==> src/rtl/hazard_pkg.sv <==
// Shared types for the ID-stage hazard/stall controller: FSM states, register-zero id, ID/EX NOP bundle.
// Pure declarations: no latency, no flow control.
package hazard_pkg;

  typedef enum logic [1:0] {HZ_RUN, HZ_MEM_WAIT, HZ_ERROR} hz_state_t;

  localparam logic [4:0] REG_ZERO = 5'd0;

  typedef struct packed {
    logic       regWrite;
    logic       memRead;
    logic       memWrite;
    logic       memToReg;
    logic       aluSrc;
    logic       regDst;
    logic       branch;
    logic       jump;
    logic [2:0] aluOp;
  } idex_ctrl_t;

  // Control bundle muxed into ID/EX whenever IDEXBubble is asserted.
  localparam idex_ctrl_t IDEX_NOP = '0;

  function automatic logic loadUseHazard(
    input logic       exMemRead,
    input logic [4:0] exRw,
    input logic [4:0] idRs,
    input logic [4:0] idRt,
    input logic       idUsesRt
  );
    return exMemRead && (exRw != REG_ZERO) &&
           ((idRs == exRw) || (idUsesRt && (idRt == exRw)));
  endfunction

endpackage

==> src/rtl/sat_counter.sv <==
// Saturating event counter with synchronous clear; one count per cycle with inc high.
// Never wraps: holds at all-ones.
module sat_counter #(
  parameter int WIDTH = 16
) (
  input  logic             CLK,
  input  logic             clear,
  input  logic             inc,
  output logic [WIDTH-1:0] count
);

  always_ff @(posedge CLK) begin
    if (clear) begin
      count <= '0;
    end else if (inc && (count != '1)) begin
      count <= count + WIDTH'(1);
    end
  end

endmodule

==> src/rtl/hazard_stall_controller.sv <==
// Pipeline stall/bubble/flush controller: load-use, ID-resolved branches, memory waits with timeout.
// Outputs are combinational (zero latency); HAZARD_STATS_EN adds saturating event counters.
module hazard_stall_controller
  import hazard_pkg::*;
#(
  parameter int MEM_WAIT_MAX = 15,
  parameter int WAIT_CNT_W   = 8,
  parameter int STAT_W       = 16
) (
  input  logic              CLK,
  input  logic              Reset,
  input  logic [4:0]        ID_Rs,
  input  logic [4:0]        ID_Rt,
  input  logic              ID_UsesRt,
  input  logic              EX_MemRead,
  input  logic [4:0]        EX_Rw,
  input  logic              ID_BranchTaken,
  input  logic              MEM_Access,
  input  logic              MemReady,
  output logic              PCWrite,
  output logic              IFIDWrite,
  output logic              IDEXBubble,
  output logic              IFFlush,
  output logic              PipeFreeze,
  output logic              MemTimeout,
  output logic [STAT_W-1:0] LoadStallCount,
  output logic [STAT_W-1:0] FlushCount,
  output logic [STAT_W-1:0] MemWaitCount
);

  localparam logic [WAIT_CNT_W:0] WAIT_LIMIT = (WAIT_CNT_W + 1)'(MEM_WAIT_MAX);
  localparam logic [WAIT_CNT_W:0] WAIT_ONE   = (WAIT_CNT_W + 1)'(1);

  hz_state_t             state;
  logic [WAIT_CNT_W-1:0] waitCnt;
  logic [WAIT_CNT_W:0]   waitNext;
  logic                  memWait;
  logic                  loadUse;
  logic                  evalRun;

  assign memWait  = MEM_Access && !MemReady;
  assign loadUse  = loadUseHazard(EX_MemRead, EX_Rw, ID_Rs, ID_Rt, ID_UsesRt);
  assign waitNext = {1'b0, waitCnt} + WAIT_ONE;
  // A wait that completes this cycle releases the pipe immediately.
  assign evalRun  = (state == HZ_RUN) || ((state == HZ_MEM_WAIT) && MemReady);

  always_comb begin
    PCWrite    = 1'b1;
    IFIDWrite  = 1'b1;
    IDEXBubble = 1'b0;
    IFFlush    = 1'b0;
    PipeFreeze = 1'b0;
    if (Reset) begin
      PCWrite    = 1'b0;
      IFIDWrite  = 1'b0;
      IDEXBubble = 1'b1;
    end else if (state == HZ_ERROR) begin
      PCWrite    = 1'b0;
      IFIDWrite  = 1'b0;
      PipeFreeze = 1'b1;
      IDEXBubble = 1'b1;
    end else if (!evalRun || memWait) begin
      PCWrite    = 1'b0;
      IFIDWrite  = 1'b0;
      PipeFreeze = 1'b1;
    end else if (loadUse) begin
      // Branch flush is dropped: the branch re-resolves once the load data is forwardable.
      PCWrite    = 1'b0;
      IFIDWrite  = 1'b0;
      IDEXBubble = 1'b1;
    end else if (ID_BranchTaken) begin
      IFFlush    = 1'b1;
    end
  end

  always_ff @(posedge CLK) begin
    if (Reset) begin
      state      <= HZ_RUN;
      waitCnt    <= '0;
      MemTimeout <= 1'b0;
    end else begin
      case (state)
        HZ_RUN: begin
          if (memWait) begin
            waitCnt <= WAIT_ONE[WAIT_CNT_W-1:0];
            if (WAIT_ONE >= WAIT_LIMIT) begin
              state      <= HZ_ERROR;
              MemTimeout <= 1'b1;
            end else begin
              state <= HZ_MEM_WAIT;
            end
          end
        end
        HZ_MEM_WAIT: begin
          if (MemReady) begin
            state   <= HZ_RUN;
            waitCnt <= '0;
          end else if (waitNext >= WAIT_LIMIT) begin
            state      <= HZ_ERROR;
            MemTimeout <= 1'b1;
          end else begin
            waitCnt <= waitNext[WAIT_CNT_W-1:0];
          end
        end
        HZ_ERROR: state <= HZ_ERROR;
        default:  state <= HZ_RUN;
      endcase
    end
  end

`ifdef HAZARD_STATS_EN
  logic loadInc;
  logic waitInc;

  // Outside reset and ERROR, a bubble can only come from a load-use hazard.
  assign loadInc = IDEXBubble && !Reset && (state != HZ_ERROR);
  assign waitInc = PipeFreeze && (state != HZ_ERROR);

  sat_counter #(.WIDTH(STAT_W)) uLoadStall (
    .CLK(CLK), .clear(Reset), .inc(loadInc), .count(LoadStallCount)
  );
  sat_counter #(.WIDTH(STAT_W)) uFlush (
    .CLK(CLK), .clear(Reset), .inc(IFFlush), .count(FlushCount)
  );
  sat_counter #(.WIDTH(STAT_W)) uMemWait (
    .CLK(CLK), .clear(Reset), .inc(waitInc), .count(MemWaitCount)
  );
`else
  assign LoadStallCount = '0;
  assign FlushCount     = '0;
  assign MemWaitCount   = '0;
`endif

endmodule
==> config.mk <==
export PLATFORM = sky130hd
export DESIGN_NAME = hazard_stall_controller
export DESIGN_NICKNAME = d
export VERILOG_FILES = /design/src/rtl/hazard_pkg.sv /design/src/rtl/sat_counter.sv /design/src/rtl/hazard_stall_controller.sv
export SDC_FILE = /design/constraint.sdc
export NUM_CORES = 1
export LEC_CHECK = 0
export BUFFER_PORTS_ARGS = -buffer_cell sky130_fd_sc_hd__buf_4
export CORE_ASPECT_RATIO = 1.2
export CORE_MARGIN = 2
export CORE_UTILIZATION = 44
export CTS_BUF_LIST = sky130_fd_sc_hd__clkbuf_4 sky130_fd_sc_hd__clkbuf_8
export DETAILED_ROUTE_END_ITERATION = 6
export PLACE_DENSITY = 0.81
export SETUP_SLACK_MARGIN = 0.15
export SYNTH_ARGS = -nofsm -noshare
export SYNTH_HDL_FRONTEND = slang
export SYNTH_HIERARCHICAL = 1
export SYNTH_SLANG_ARGS = --single-unit
==> constraint.sdc <==
create_clock -name CLK -period 2.4 [get_ports CLK]
set_clock_uncertainty 0.2 [all_clocks]
set_input_delay 0.48 -clock CLK [delete_from_list [all_inputs] [get_ports CLK]]
set_output_delay 0.48 -clock CLK [all_outputs]
set_load 0.02 [all_outputs]
* Word level (Yosys, flattened, before mapping) *
Cells that the tools add are included.

storage, ports and cells
  register bits after elaboration = 11
  input port bits = 22
  output and inout port bits = 54
  logic and storage cells = 53

operators by class
  $add $sub $neg = 1
  magnitude comparators = 1
  eq/ne operators = 7
  multiplexer cells = 24
  bitwise operators = 1
  reductions and logical operators = 16

operator list
  cell                                                                      number
  8-bit two-way mux                                                         3
  1-bit two-way mux                                                         16
  8-bit one-hot mux with 2 select lines                                     1
  5-bit == test                                                             2
  8-bit by 1-bit adder with 9-bit output (second input constant)            1
  9-bit by 4-bit >= comparator with 1-bit output (second input constant)    1
  2-bit two-way mux                                                         3
  2-bit one-hot mux with 3 select lines                                     1
  3-bit AND reduction                                                       2
  1-bit logical AND                                                         5
  5-bit nonzero test                                                        1
  1-bit logical OR                                                          3
  3-bit by 2-bit inequality test with 1-bit output (second input constant)  1
  3-bit inequality test (second input constant)                             1
  2-bit by 1-bit == test with 1-bit output (second input constant)          1
  2-bit == test (second input constant)                                     1
  1-bit zero test                                                           2
  2-bit zero test                                                           1
  2-bit inequality test (second input constant)                             1
  2-bit AND reduction                                                       1
  2-bit nonzero test                                                        1
  1-bit inverter                                                            1

* Depth between registers and ports, before layout *
  depth after elaboration = 8
  mapped depth = 8

* Least setup slack after synthesis *
OpenSTA, ideal clock, no wires.

  kind = input-to-output
  from = in EX_Rw[1]
  to = out IFFlush
  arrival time = 1.976 ns
  setup slack = -0.256 ns
  stages = 4
  cells stage by stage = or4_1 o21ai_0 a21oi_1 nor4b_1

between the ends
  word-level cells in the longest chain between the ends = 8
  elaborated cells between the ends (all ways) = 11
  those cells by class = eq/ne (2); mux (4); reduce/logical (5)

ends and longest elaborated chain
  element                RTL line                       text
  start, declared        hazard_stall_controller.sv:16  input logic [4:0] EX_Rw,
  5-bit == test          hazard_pkg.sv:32               ((idRs == exRw) || (idUsesRt && (idRt == exRw)));
  1-bit logical AND      hazard_pkg.sv:32
  1-bit logical OR       hazard_pkg.sv:32
  1-bit logical AND (*)  hazard_pkg.sv:31               return exMemRead && (exRw != REG_ZERO) &&
  1-bit two-way mux (*)  hazard_stall_controller.sv:66  end else if (loadUse) begin
  1-bit two-way mux (*)  hazard_stall_controller.sv:62  end else if (!evalRun || memWait) begin
  1-bit two-way mux (*)  hazard_stall_controller.sv:57  end else if (state == HZ_ERROR) begin
  1-bit two-way mux (*)  hazard_stall_controller.sv:53  if (Reset) begin
  end, declared          hazard_stall_controller.sv:23  output logic IFFlush,

Mark *: on every way between the ends. The rest lies on a longest branch, timed or not.

* Worst setup path in the final report *
  from = in EX_Rw[4]
  to = out IFFlush

Same word-level chain as after synthesis.

==> results.txt <==
PD cells -> 354 nW/um^2
DR DRC count -> 0
CTS root buffer -> clkbuf_4
Synth cell types -> 37
CTS tree -> done
Vias/cell -> 4.53
chip width -> 51.8 um
Final HPWL DP -> 1930 um
vias in the first global route -> 915
relative slew slack -> 57.2%
Leakage -> 0.000683 uW
Synth area leader -> buf_4
hold crit path type -> flip-flop to flip-flop
Final WS setup -> -154 ps
reg2reg setup slack -> 290 ps
area grow syn2layout -> 21.0%
Synth Cell Area -> 1210 um^2
Final Hold Fails -> 0
DP Worst Slack -> -113 ps
Site Rows -> 20
largest net degree at the start of global routing -> 8
DRT iter0 DRCs -> 26
CP Launch Point -> EX_Rw[4]
Port Buffers -> 27
final core occ -> 56.6%
FMAX -> 392 MHz
Routed WL -> 2470 um
total grt overflow -> 0
RR Endpoint -> waitCnt[0]
mean area per synthesized cell -> 7.94 um^2
GRT Total Usage -> 16.0%
Clock Sinks -> 11
failing checks -> setup timing
maximum vdd drop -> 0.243 mV
Worst Path Max Fanout -> 3
Max Transition Viols Final -> 0
Clock Pin Slew Worst Setup and Hold Paths -> 70 ps
Tmin final -> 2550 ps
final worst-path cycle share -> 106%
share of cells above drive strength 1 -> 30.3%
Synth top area share -> 30.5%
CTS H-Tree Depth -> 1
RSZ-0062 raised after global routing -> yes
reg2reg path depth -> 7
Multi-input gate area -> 830 um^2
initial antenna violation count -> 0
max_cap viols -> 0
Post-Synth Adder-Cell Area -> 2.07%
largest family of logic cells by synthesized area -> buffers and inverters
fin nets -> 213
Filler cells -> 222
final instance area -> 1460 um^2
Synth area leaders -> buf_4, dfxtp_1, xor2_1
sequential fraction of the synthesis area -> 18.3%
Mapped Cells -> 152
die area -> 3180 um^2
DR vias -> 1,002
initial core utilization -> 46.8%
#FFs+latches synth -> 11
ANT cells -> 0
global-route wire length before repair -> 3840 um
Post-Synth XOR/XNOR Area -> 8.71%
Pre-antenna DRT Iters -> 4
WL/cell -> 11.2 um
Data arrival, critical path -> 1870 ps
FF+latch area -> 221 um^2
placer congestion estimate -> 0.803
mux share of post-synthesis cell area -> 0%
critical path capture point type -> primary output
Critical Path Source Type -> input port
Yosys warning total -> 6
# IOs -> 76
Critical R2R Launch -> waitCnt[0]
Cell Area, Placed -> 1330 um^2
clock insertion delay at the later pin of the skew report -> 270 ps
Slew @ Worst Pin -> 635 ps
status -> finished with violations
Hold Crit Depth -> 1
CTS max path bufs -> 2
ANT nets after route -> 0
# setup viols final -> 4
CORE AREA -> 2580 um^2
Setup CP Type -> input port to primary output
CTS buffer count -> 3
Synth Area in Compound Gates -> 19.7%
Die Span Y -> 61.4 um
Power Total -> 517 uW
worst setup path end -> IFFlush
Critical Path RT -> 1720 ps
Post-Synth Simple-Gate Area -> 17.0%
[layout by cell type, fill, tap and decap left out, drive strengths merged]
| master | netlist | final |
|---|---|---|
| conb | 1 | 48 |
| buf | 50 | 36 |
| dfxtp | 11 | 11 |
| nor2 | 10 | 10 |
| nand2 | 8 | 8 |
| xor2 | 8 | 8 |
| inv | 7 | 7 |
| nand3 | 7 | 7 |
| a21oi | 6 | 6 |
| xnor2 | 4 | 4 |
| o21a | 4 | 4 |
| nor3 | 4 | 4 |
| clkbuf | 1 | 3 |
| o21ai | 3 | 3 |
| and3 | 3 | 3 |
| a221o | 2 | 2 |
| a31o | 2 | 2 |
| o211ai | 2 | 2 |
| and2 | 2 | 2 |
| o311ai | 2 | 2 |
| ha | 2 | 2 |
| nor4 | 1 | 1 |
| or4 | 1 | 1 |
| nor4b | 1 | 1 |
| o41ai | 1 | 1 |
| nand3b | 1 | 1 |
| or3 | 1 | 1 |
| or2 | 1 | 1 |
| o31ai | 1 | 1 |
| o31a | 1 | 1 |
| nor3b | 1 | 1 |
| o2bb2ai | 1 | 1 |
| o32ai | 1 | 1 |
| o221ai | 1 | 1 |
| clkinv | 0 | 1 |
[critical path, stage by stage]
cell and delay (ps):
buf_8 100, or4_4 540, o21ai_4 160, a21oi_4 60, buf_12 130, nor4b_4 230, buf_4 180
[how the worst min path moves through the flow]
stage	endpoint	startpoint	slack [ps]
2_1_floorplan	waitCnt[6]	waitCnt[6]	250
3_3_place_gp	waitCnt[6]	waitCnt[6]	260
3_5_place_dp	waitCnt[6]	waitCnt[6]	270
4_1_cts	waitCnt[6]	waitCnt[6]	280
5_1_grt	state[1]	Reset	300
6_report	waitCnt[6]	waitCnt[6]	280
[flip-flops by register name, indices dropped and copies added (netlist names)]
| name | count |
|---|---|
| MemTimeout | 1 |
| state | 2 |
| waitCnt | 8 |
[cells in the mapped netlist, drive strengths merged]
cell,number
ha,2
o21ai,3
o31ai,1
o32ai,1
a31o,2
or2,1
inv,7
or4,1
o2bb2ai,1
nor4b,1
nor2,10
nand3,7
and3,3
a221o,2
or3,1
nand3b,1
nor3,4
o221ai,1
o311ai,2
a21oi,6
xnor2,4
o41ai,1
dfxtp,11
nand2,8
conb,1
nor3b,1
buf,50
o211ai,2
o31a,1
nor4,1
and2,2
clkbuf,1
xor2,8
o21a,4
[through the flow]
stage / hold slack (ps) / TNS (ps) / std cells
after global routing: 296 / -586 / 221
after detailed placement: 267 / -227 / 215
final: 278 / -436 / 221
after global placement: 262 / -234 / 215
after CTS: 278 / -160 / 219
after floorplan: 245 / 0 / 199
[per-layer routing]
layer  vias to the layer above  GRT usage (%)  share of wire [%]  wire length, um
met2                        50           29.5                 53             1300
met3                         6           2.43                7.4              184
met4                         0           8.65                2.2               55
li1                        497              -                  -                -
met1                       449           17.8                 38              929
met5                         -              0                  0                0
[where the power goes]
group | switching, uW | total, uW | internal, uW
Combinational | 127 | 197 | 69.3
Sequential | 4.93 | 191 | 186
Clock | 67.5 | 129 | 61.8
Total | 200 | 517 | 317
[kinds of logic after synthesis]
group,after synthesis
adders and majority gates,2
xor gates and xnor gates,12
other,1
buffers and inverters,58
and+or+nand+nor,41
DFF,11
AOI/OAI and AO/OA,27
[timing repair]
item,4_1_cts,5_1_grt
cloned,0,0
pin swaps,6,7
resized for setup,12,7
hold buffers,0,0
setup endpoints to repair,5,6
setup buffers,0,2
[final cells by class]
cell class / instances / share of cell area [%]
Multi-Input combinational cell: 130 / 56.9
Clock buffer: 3 / 1.54
Timing Repair Buffer: 36 / 21.4
Clock inverter: 1 / 0.343
Inverter: 7 / 1.80
Tap cell: 33 / 2.83
Sequential cell: 11 / 15.2
Note: power is estimated with default switching activity, not from simulation.
